File: config.mk
export PLATFORM = sky130hd
export DESIGN_NAME = wb_order_arbiter
export DESIGN_NICKNAME = d
export VERILOG_FILES = /design/src/rtl/wb_order_arbiter_pkg.sv /design/src/rtl/wb_order_fifo.sv /design/src/rtl/wb_order_arbiter.sv
export SDC_FILE = /design/constraint.sdc
export NUM_CORES = 1
export LEC_CHECK = 0
export CAP_MARGIN = 10
export CELL_PAD_IN_SITES_DETAIL_PLACEMENT = 0
export CELL_PAD_IN_SITES_GLOBAL_PLACEMENT = 1
export CORE_MARGIN = 1.5
export CORE_UTILIZATION = 35
export CTS_CLUSTER_SIZE = 8
export DETAILED_ROUTE_END_ITERATION = 7
export PLACE_DENSITY = 0.78
export SLEW_MARGIN = 30
export SYNTH_ARGS = -nofsm -noshare
export SYNTH_HDL_FRONTEND = slang
export SYNTH_SLANG_ARGS = --single-unit
File: constraint.sdc
create_clock -name clk -period 3.4 [get_ports clk]
set_clock_uncertainty 0.2 [all_clocks]
set_input_delay 0.68 -clock clk [delete_from_list [all_inputs] [get_ports clk]]
set_output_delay 0.68 -clock clk [all_outputs]
set_load 0.02 [all_outputs]
File: src/rtl/wb_order_arbiter_pkg.sv
// Shared types for the writeback order arbiter: unit codes, order-FIFO entry
// layout and default sizing.
package wb_order_arbiter_pkg;

  localparam int WB_UNIT_W  = 2;
  localparam int REG_AWIDTH = 5;
  localparam int WITF_DEPTH = 8;

  typedef enum logic [WB_UNIT_W-1:0] {
    WB_UNIT_ALU  = 2'd0,
    WB_UNIT_LSU  = 2'd1,
    WB_UNIT_MDU  = 2'd2,
    WB_UNIT_NONE = 2'd3
  } wb_unit_e;

  typedef struct packed {
    wb_unit_e                unit;
    logic [REG_AWIDTH-1:0]   rd;
    logic                    rdwen;
  } ord_entry_t;

  // x0 is hardwired to zero, so an entry only writes the regfile for rd != 0.
  function automatic logic writes_rd(input ord_entry_t e);
    return e.rdwen && (e.rd != '0);
  endfunction

endpackage

File: src/rtl/wb_order_fifo.sv
// Program-order record of dispatched instructions: DEPTH x {unit, rd, rdwen}
// with wrap-flag pointers. The pointer MSB is the wrap flag.
module wb_order_fifo
  import wb_order_arbiter_pkg::*;
#(
  parameter int DEPTH = WITF_DEPTH
) (
  input  logic       clk,
  input  logic       rst,
  input  logic       flush,
  input  logic       push,
  input  ord_entry_t push_entry,
  input  logic       pop,
  output ord_entry_t head,
  output logic       empty,
  output logic       full
);

  localparam int AW = $clog2(DEPTH);
  localparam logic [AW:0] PTR_ONE = {{AW{1'b0}}, 1'b1};

  ord_entry_t  mem [DEPTH];
  logic [AW:0] wptr;
  logic [AW:0] rptr;

  always_comb begin
    empty = (wptr == rptr);
    full  = (wptr[AW] != rptr[AW]) && (wptr[AW-1:0] == rptr[AW-1:0]);
  end

  assign head = mem[rptr[AW-1:0]];

  // Full is judged on registered pointers, so a push while full is dropped
  // even if the head retires in the same cycle.
  always_ff @(posedge clk or negedge rst) begin
    if (!rst) begin
      wptr <= '0;
      rptr <= '0;
      for (int i = 0; i < DEPTH; i++) mem[i] <= '0;
    end else if (flush) begin
      wptr <= '0;
      rptr <= '0;
    end else begin
      if (push && !full) begin
        mem[wptr[AW-1:0]] <= push_entry;
        wptr              <= wptr + PTR_ONE;
      end
      if (pop && !empty) rptr <= rptr + PTR_ONE;
    end
  end

endmodule

File: src/rtl/wb_order_arbiter.sv
// Writeback arbiter: retires one execution-unit result per cycle in dispatch
// order, driving the regfile write port and the track-FIFO pop pulse.
module wb_order_arbiter
  import wb_order_arbiter_pkg::*;
#(
  parameter int DEPTH = WITF_DEPTH,
  parameter int XLEN  = 64
) (
  input  logic                  clk,
  input  logic                  rst,
  input  logic                  flush,
  input  logic                  disp_fire,
  input  logic [WB_UNIT_W-1:0]  disp_unit,
  input  logic [REG_AWIDTH-1:0] disp_rd,
  input  logic                  disp_rdwen,
  output logic                  ord_full,
  input  logic                  alu_vld,
  input  logic                  lsu_vld,
  input  logic                  mdu_vld,
  output logic                  alu_rdy,
  output logic                  lsu_rdy,
  output logic                  mdu_rdy,
  input  logic [XLEN-1:0]       alu_wdata,
  input  logic [XLEN-1:0]       lsu_wdata,
  input  logic [XLEN-1:0]       mdu_wdata,
  output logic                  rf_wen,
  output logic [REG_AWIDTH-1:0] rf_waddr,
  output logic [XLEN-1:0]       rf_wdata,
  output logic                  wb_en
);

  ord_entry_t      push_entry;
  ord_entry_t      head;
  logic            empty;
  logic            full;
  logic            retire;
  logic [XLEN-1:0] sel_wdata;

  assign push_entry = '{unit: wb_unit_e'(disp_unit), rd: disp_rd, rdwen: disp_rdwen};
  assign ord_full   = full;

  wb_order_fifo #(.DEPTH(DEPTH)) u_order_fifo (
    .clk        (clk),
    .rst        (rst),
    .flush      (flush),
    .push       (disp_fire && !flush),
    .push_entry (push_entry),
    .pop        (retire),
    .head       (head),
    .empty      (empty),
    .full       (full)
  );

  // Handshake: a unit raises X_vld with X_wdata and holds both stable until it
  // sees X_rdy; the result transfers in the cycle where X_vld && X_rdy. Only the
  // unit owning the head entry ever sees rdy, and never during flush.
  always_comb begin
    alu_rdy   = 1'b0;
    lsu_rdy   = 1'b0;
    mdu_rdy   = 1'b0;
    retire    = 1'b0;
    sel_wdata = '0;
    if (!empty && !flush) begin
      case (head.unit)
        WB_UNIT_ALU: begin
          alu_rdy   = 1'b1;
          retire    = alu_vld;
          sel_wdata = alu_wdata;
        end
        WB_UNIT_LSU: begin
          lsu_rdy   = 1'b1;
          retire    = lsu_vld;
          sel_wdata = lsu_wdata;
        end
        WB_UNIT_MDU: begin
          mdu_rdy   = 1'b1;
          retire    = mdu_vld;
          sel_wdata = mdu_wdata;
        end
        default: ;
      endcase
    end
  end

  // wb_en pulses for every retirement, x0 included, to keep the track FIFO's
  // read pointer in step; waddr/wdata hold between retirements.
  always_ff @(posedge clk or negedge rst) begin
    if (!rst) begin
      wb_en    <= 1'b0;
      rf_wen   <= 1'b0;
      rf_waddr <= '0;
      rf_wdata <= '0;
    end else begin
      wb_en  <= retire;
      rf_wen <= retire && writes_rd(head);
      if (retire) begin
        rf_waddr <= head.rd;
        rf_wdata <= sel_wdata;
      end
    end
  end

endmodule

* Word-level counts from Yosys, hierarchy flattened *
Cells that the tools add are included.

cells by class
  reduce and logical (&&, ||, !) cells = 16
  muxes and demuxes = 20
  add/subtract/negate cells = 2
  equality and inequality tests = 5
  bitwise operators = 3
  order comparisons = 3

operators with widths
  operator               number
  $pmux W64 S3           1
  $bwmux W64             1
  $mux W64               1
  $bmux W8 S3            1
  $demux W8 S3           1
  $mux W8                3
  $mux W4                4
  $add A4 B1 Y4 const B  2
  $ge A4 B4 Y1 const B   2
  $logic_and A1 B1 Y1    8
  $not A3 Y4             2
  $mux W1                7
  $reduce_bool A5 Y1     1
  $eq A4 B4 Y1           1
  $lt A4 B1 Y1 const B   1
  $reduce_bool A2 Y1     2
  $eq A3 B3 Y1           1
  $logic_not A1 Y1       3
  $pmux W1 S3            1
  $eq A2 B1 Y1 const B   1
  $eq A2 B2 Y1 const B   1
  $logic_not A2 Y1       1
  $reduce_and A2 Y1      1
  $ne A1 B1 Y1           1
  $not A1 Y1             1

storage, ports and cells
  register bits = 143
  output and inout port bits = 75
  logic and storage cells = 79

* Longest topological paths before layout *
Gate-level depths: netlist (run 1).

  depth after elaboration = 10
  depth in mapped cells = 9
  depth with buffers taken out = 6

* Cells and area by module *
A second synthesis (run 1) with hierarchy kept.

unflattened totals
  cells, all modules = 556
  area total of the unflattened synthesis = 7489.7 um^2

by module, submodules not included
  module            area an instance (um^2)  times used  cells an instance
  wb_order_arbiter  4032.6                   1           333
  wb_order_fifo     3457.1                   1           223

* Least setup slack after synthesis (run 1) *
OpenSTA, ideal clock, no wires.

  kind = register to output
  start point = reg u_order_fifo.rptr[0]
  end point = out alu_rdy
  arrival time = 2.458 ns
  data required time = 2.520 ns
  cell stages (with the launch flop) = 8
  setup slack = 0.062 ns
  path through = dfrtp_1 -> buf_2 -> mux4_2 -> mux2i_1 -> buf_2 -> buf_2 -> clkbuf_1 -> nor2b_1

on the way
  longest elaborated chain between the ends = 7

RTL lines
  item                                         line                    RTL
  from (decl)                                  wb_order_fifo.sv:24     logic [AW:0] rptr;
  from (signal assigned)                       wb_order_fifo.sv:48     if (pop && !empty) rptr <= rptr + PTR_ONE;
  $not A3 Y4 (not written as such)             wb_order_fifo.sv:31     assign head = mem[rptr[AW-1:0]];
  $bmux W8 S3                                  wb_order_fifo.sv:31
  $mux W8 (not written as such) (2 in series)  wb_order_fifo.sv:31
  $logic_not A2 Y1                             wb_order_arbiter.sv:64  case (head.unit)
  $mux W1                                      wb_order_arbiter.sv:64
  $mux W1 (*)                                  wb_order_arbiter.sv:63  if (!empty && !flush) begin
  to (decl)                                    wb_order_arbiter.sv:20  output logic alu_rdy,

Every way passes the cells marked *; elsewhere a longest branch is shown, timed or not. The select of a mux whose other input is x is not followed.

* Worst setup path after layout (run 1) *
  start point = reg u_order_fifo.rptr[1]
  end point = out alu_rdy

The elaborated chain is that of the path after synthesis.

==> results of run 1 <==
==> metrics by stage <==
step | setup WS [ns] | area, um2 | total power (W) | util
floorplan | 0.06203 | 7575 | 0.004986 | -
global placement | 0.06217 | 10720 | 0.006592 | 0.5068
detailed placement | 0.06890 | 10720 | 0.006681 | 0.5068
CTS | 0.03699 | 11270 | 0.008467 | 0.5330
global route | 0.006231 | 11280 | 0.008819 | 0.5333
finish | 0.1025 | 11280 | 0.008366 | 0.5333
==> where the power goes <==
part / internal (W) / switching (W)
sequential: 0.00225 / 0.000300
combinational: 0.00213 / 0.00194
clock: 0.000989 / 0.000758
==> registers in the layout, summed over array words and instances (netlist names) <==
signal,flops
u_order_fifo.wptr,4
rf_wen,1
u_order_fifo.rptr,4
rf_waddr,5
rf_wdata,64
u_order_fifo.mem,64
wb_en,1
==> worst max-delay path by stage <==
stage / slack, ns / end / depth (start not counted) / startpoint
3_5_place_dp: 0.07 / alu_rdy / 5 / flush
2_1_floorplan: 0.06 / alu_rdy / 7 / u_order_fifo.rptr[0]
6_report: 0.10 / alu_rdy / 5 / u_order_fifo.rptr[1]
3_3_place_gp: 0.06 / alu_rdy / 5 / flush
5_1_grt: 0.006 / alu_rdy / 5 / u_order_fifo.rptr[1]
4_1_cts: 0.04 / alu_rdy / 5 / u_order_fifo.rptr[1]
==> synth_stat cells (all sizes together), types with 6 or more instances <==
master	count
o2bb2ai	40
nor2	33
a21oi	24
nand2	6
clkbuf	20
mux2i	72
mux2	139
dfrtp	143
buf	23
inv	6
mux4	16
xnor2	6
==> layer usage <==
layer	global-route usage	share of wire
met4	0.06520	0.015
met2	0.3651	0.52
met3	0.04000	0.061
met1	0.2444	0.40
met5	0	0
==> cells by family (layout without fill, tap and decap cells) <==
family | Yosys count | in the layout | synth area share
AO/OA/AOI/OAI | 70 | 70 | 0.07136
buffers and inverters | 49 | 343 | 0.03403
adder cells (fa/ha/maj) | 2 | 2 | 0.003303
AND/OR/NAND/NOR | 59 | 59 | 0.04096
XOR/XNOR | 8 | 8 | 0.009250
flip-flops | 143 | 143 | 0.4724
multiplexers | 227 | 227 | 0.3687
other | 0 | 1 | 0
==> cell usage in the layout, fill, tap and decap left out, types with 3 or more instances in the layout <==
master | netlist | final
nor2_1 | 33 | 33
mux4_2 | 16 | 16
clkinvlp_4 | 0 | 3
mux2_4 | 39 | 40
dlygate4sd2_1 | 0 | 3
mux2_1 | 7 | 7
xnor2_1 | 6 | 6
dfrtp_1 | 143 | 141
nor3b_2 | 3 | 3
buf_4 | 0 | 21
inv_1 | 5 | 5
a21oi_1 | 24 | 24
clkdlybuf4s50_1 | 0 | 277
nor2b_1 | 3 | 3
mux2_2 | 93 | 92
o2bb2ai_1 | 40 | 40
clkbuf_16 | 0 | 17
mux2i_1 | 72 | 71
nand2_1 | 6 | 6
inv_6 | 0 | 5
==> area by class of cell <==
type                            instances  area share
Sequential cell                       143      0.3174
Timing Repair Buffer                  305      0.2676
Clock buffer                           20     0.04048
Inverter                                6    0.002107
Antenna cell                            1   0.0002218
Clock inverter                         12    0.008872
Multi-Input combinational cell        366      0.3328
Tap cell                              275     0.03050
==> run_results.csv, run 1 <==
group,metric,value,unit
detailed_routing,dr.first_iter.drc_count,186,
critical_path,arrival,2.42,ns
timing,final-hold-violation-count,0,
cells_and_area,nNetsFinal,1048,
die,num_io_pins,282,
global_routing,gr-total-overflow,0,
cts,post-cts-setup-buffers,0,
critical_path,path_cells,"mux4_2 > mux2_4 > or2_2 > nor2b_1 > dlygate4sd2_1",
cts,cts_tree,"yes",
cts,clock_latency,0.42,ns
critical_path,crit_family,"multiplexers",
cells_and_area,layout.area.seq,0.003581,mm2
power,peakVddDrop,0.3713,mV
global_routing,grt_max_degree,72,
timing,tightest_slew,0.7407,ns
synthesis,synth_top_cell_area_share,0.4724,
timing,setup_viol,0,
global_routing,grt_pass1_vias,5939,
power,power.density,741.5,mW/mm2
synthesis,synth_fp_nets,767,
detailed_routing,ant_nets,0,
global_routing,antenna_found_initial,1,
detailed_routing,drt_pre_antenna_iters,4,
timing,slew_violations,0,
place,dpl.hpwl,17290,um
critical_path,r2r_setup_slack,0.33,ns
die,die_y,150.1,um
synthesis,synth-seq-cells,143,
synthesis,yosys-top-cells-area,"dfrtp_1 (47%), mux2_2 (14%), mux2i_1 (9.5%)",
timing,max_freq,303.3,MHz
cells_and_area,multi_input_area,0.003755,mm2
cells_and_area,drive_gt1_frac,0.2535,
cts,clk_path_buf_depth,2,
min_path,hold_path.class,"primary input to asynchronous set/reset pin",
cts,htreeDepth,4,
die,placementRows,53,
cells_and_area,n_fill_cell,1801,
global_routing,grt_pass1_wl,34470,um
critical_path,cp.required,2.52,ns
timing,grt_setup_unrepaired,"no",
synthesis,synth_area_per_cell,13.57,um2
timing,period_needed,3.297,ns
cts,cts_hold_buf,0,
place,port_buffers,281,
synthesis,synth_edf_count,0,
die,die_area,0.02253,mm2
detailed_routing,drc,0,
cells_and_area,syn2layout_area_growth,48.94,%
cells_and_area,instances_no_fill,1128,
timing,tns,0,ns
detailed_routing,num_vias,5653,
critical_path,cpPeakStageDelay,0.50,ns
critical_path,r2r-start,"u_order_fifo.rptr[2]",
place,dpl.cell_count,1095,
power,p_leak,4.854,nW
detailed_routing,routedWlPerCell,20.44,um
critical_path,cp_max_fo,6,
place,finalWeightedCongestion,0.7935,
synthesis,yosysTopAreaCell,"dfrtp_1",
detailed_routing,wl,23050,um
critical_path,critPathBufInv,1,
synthesis,syn_area,0.007575,mm2
timing,slew_headroom,0.5062,
status,status,"completed",
critical_path,slowest_stage,"mux4_2",
cts,cts-root-buf,"clkbuf_16",
synthesis,ys_warn_count,0,
synthesis,ys_types,37,
critical_path,timing.rr.end,"rf_wdata[41]",
global_routing,grt_usage,0.2037,
critical_path,rr_worst_depth,9,
cts,post_cts_resize_count,4,
synthesis,synth_ff_type,"dfrtp_1",
timing,finalCritPeriodShare,0.9698,
critical_path,crit_path_end_kind,"output port",
die,core-area,0.02115,mm2
job,maxCapViolCount,0,
die,start_util,0.3581,
die,die_x,150.1,um
synthesis,async_flop_share,1.000,
critical_path,startpoint_type,"flip-flop",
cts,clock_sinks,143,
cts,clk_pin_slew,0.06,ns
synthesis,synthCells,558,
synthesis,ys_seq_area_frac,0.4724,
detailed_routing,vias_per_cell,5.012,
timing,whs,0.08027,ns
critical_path,critPathKind,"flip-flop to output port",
cts,cts_buffers,17,
(Power assumes the default switching activity.)
==> inputs of run 2 (changes only) <==
--- a/config.mk
+++ b/config.mk
@@ -10,7 +10,7 @@
 export CELL_PAD_IN_SITES_GLOBAL_PLACEMENT = 1
 export CORE_MARGIN = 1.5
 export CORE_UTILIZATION = 35
-export CTS_CLUSTER_SIZE = 8
+export CTS_CLUSTER_SIZE = 28
 export DETAILED_ROUTE_END_ITERATION = 7
 export PLACE_DENSITY = 0.78
 export SLEW_MARGIN = 30
==> constraint.sdc (replaced) <==
create_clock -name clk -period 3.4 [get_ports clk]
set_clock_uncertainty 0.2 [all_clocks]
set_input_delay 0.68 -clock clk [delete_from_list [all_inputs] [get_ports clk]]
set_output_delay 0.68 -clock clk [all_outputs]
set_load 0.1 [all_outputs]
==> run 2 against run 1 <==
Die area did not move. Combinational power rose by 61%. Fmax fell by 1.5%. Largest power group unchanged. Register-to-register slack got worse by 0.02 ns. Setup slack got worse by 0.051 ns. Hold slack got worse by 0.016 ns. Sequential share of layout area rose by 0.22 points. Sequential cell count did not move. Routed wire length fell by 0.49%.
==> run_results.csv, run 2 (synthesis gave the netlist of run 1 again) <==
group,metric,value,unit
status,status,"completed",
power,seqPwrFrac,0.236,
critical_path,critPathKind,"flip-flop to output port",
critical_path,crit_family,"multiplexers",
critical_path,r2r_setup_slack,0.31,ns
global_routing,antenna_found_initial,0,
cts,clk_pin_slew,0.06,ns
die,die_area,0.02253,mm2
power,internal_power,0.005332,W
cts,clock_sinks,143,
detailed_routing,num_vias,5717,
die,start_util,0.3581,
die,placementRows,53,
critical_path,critPathBufInv,2,
power,p_leak,4.967,nW
detailed_routing,vias_per_cell,5.086,
critical_path,startpoint_type,"flip-flop",
global_routing,gr-total-overflow,0,
power,p_switching,0.005539,W
power,power.density,970.6,mW/mm2
timing,setup_viol,0,
global_routing,grt_max_degree,70,
global_routing,grt_pass1_wl,34260,um
cts,cts_hold_buf,0,
detailed_routing,dr.first_iter.drc_count,145,
cts,cts_buffers,17,
die,die_y,150.1,um
cts,clock_latency,0.42,ns
critical_path,crit_path_end_kind,"output port",
timing,tightest_slew,0.6402,ns
timing,timing.final.ws_setup,0.05107,ns
detailed_routing,drc,0,
place,post-place-ws,0.3192,ns
timing,slew_violations,0,
critical_path,cp.required,2.52,ns
cts,htreeDepth,4,
min_path,hold_path.class,"primary input to asynchronous set/reset pin",
detailed_routing,wl,22940,um
cells_and_area,n_fill_cell,1771,
critical_path,arrival,2.47,ns
power,finalPower,0.01087,W
cts,post-cts-setup-buffers,0,
cells_and_area,layout_common_cells,"clkdlybuf4s50_1 (205), dfrtp_1 (142), mux2_2 (92)",
critical_path,timing.rr.end,"rf_wdata[50]",
power,switching_share,0.5095,
critical_path,path_cells,"mux4_2 > mux2i_4 > buf_12 > nor2b_4 > buf_12",
timing,tns,0,ns
timing,period_needed,3.349,ns
place,port_buffers,281,
cells_and_area,stdcell_area,0.01120,mm2
global_routing,grt_pass1_vias,6038,
critical_path,crit_path_frequent_cell,"buf_12",
place,dpl.hpwl,17090,um
critical_path,rr_worst_depth,7,
cts,clk_path_buf_depth,2,
timing,grt_setup_unrepaired,"yes",
detailed_routing,routedWlPerCell,20.41,um
critical_path,cp_max_fo,46,
place,finalWeightedCongestion,0.7873,
detailed_routing,drt_pre_antenna_iters,5,
cts,cts-root-buf,"clkbuf_16",
die,num_io_pins,282,
cts,cts_tree,"yes",
critical_path,r2r-start,"u_order_fifo.rptr[1]",
cells_and_area,final_common_cell,"clkdlybuf4s50_1",
place,placed_area,0.01061,mm2
job,maxCapViolCount,0,
timing,final-hold-violation-count,0,
timing,max_freq,298.6,MHz
timing,slew_headroom,0.5732,
detailed_routing,ant_nets,0,
die,die_x,150.1,um
timing,whs,0.06464,ns
critical_path,cpPeakStageDelay,0.54,ns
timing,finalCritPeriodShare,0.9850,
power,clockPowerShare,0.161,
cells_and_area,drive_gt1_frac,0.3428,
cells_and_area,antenna_cells,0,
power,peakVddDrop,0.4499,mV
cells_and_area,top_regs,"rf_wdata x64, u_order_fifo.mem x64, rf_waddr x5",
die,core-area,0.02115,mm2
power,pwr-share-comb,0.603,
cells_and_area,syn2layout_area_growth,47.87,%
critical_path,slowest_stage,"mux4_2",
cells_and_area,nNetsFinal,1046,
global_routing,grt_usage,0.2024,
==> run 2: worst max-delay path by stage <==
stage                    startpoint  cells after the start                   end  slack [ns]
6_report       u_order_fifo.rptr[0]                      5               alu_rdy        0.05
5_1_grt        u_order_fifo.rptr[0]                      5               alu_rdy       -0.04
4_1_cts        u_order_fifo.rptr[0]                      5               alu_rdy        0.05
3_5_place_dp   u_order_fifo.rptr[1]                      7          rf_wdata[50]        0.32
3_3_place_gp              disp_fire                      6  u_order_fifo.mem[53]        0.36
2_1_floorplan  u_order_fifo.rptr[1]                      7               lsu_rdy       -0.20
==> run 2: layout make-up <==
cell class              instances  area (um2)  share of cell area
inverters                       6       23.77            0.002122
flip-flops and latches        143        3580              0.3196
multi-input cells             366        3769              0.3365
well taps                     275       344.1             0.03072
repair buffers                303        2929              0.2615
clock inverters                12       112.6             0.01005
clock buffers                  19       442.9             0.03954
==> run 2: repair_timing <==
action                                  in CTS  in global routing
pin swaps                                    0                  0
cloned                                       1                  0
gates resized for setup                      2                  0
endpoints found under the setup margin       1                  2
==> run 2: metrics by stage <==
stage,std cells,utilization
6_report,1124,0.5295
5_1_grt,1124,0.5295
4_1_cts,1124,0.5295
3_5_place_dp,1092,0.5015
3_3_place_gp,1092,0.5015
2_1_floorplan,558,-
==> run 2: power groups by stage <==
stage / registers [W] / logic (W) / clock network [W]
6_report: 0.00257 / 0.00656 / 0.00175
5_1_grt: 0.00264 / 0.00680 / 0.00187
4_1_cts: 0.00257 / 0.00661 / 0.00180
3_5_place_dp: 0.00260 / 0.00653 / 0
3_3_place_gp: 0.00257 / 0.00645 / 0
2_1_floorplan: 0.00544 / 0.00203 / 0
==> run 2: layer usage <==
metal	wire, um	GRT usage	vias up
met5	0	0	-
met4	567	0.07255	0
met3	1366	0.04061	36
met2	11910	0.3656	189
met1	9096	0.2368	2863
li1	-	-	2629
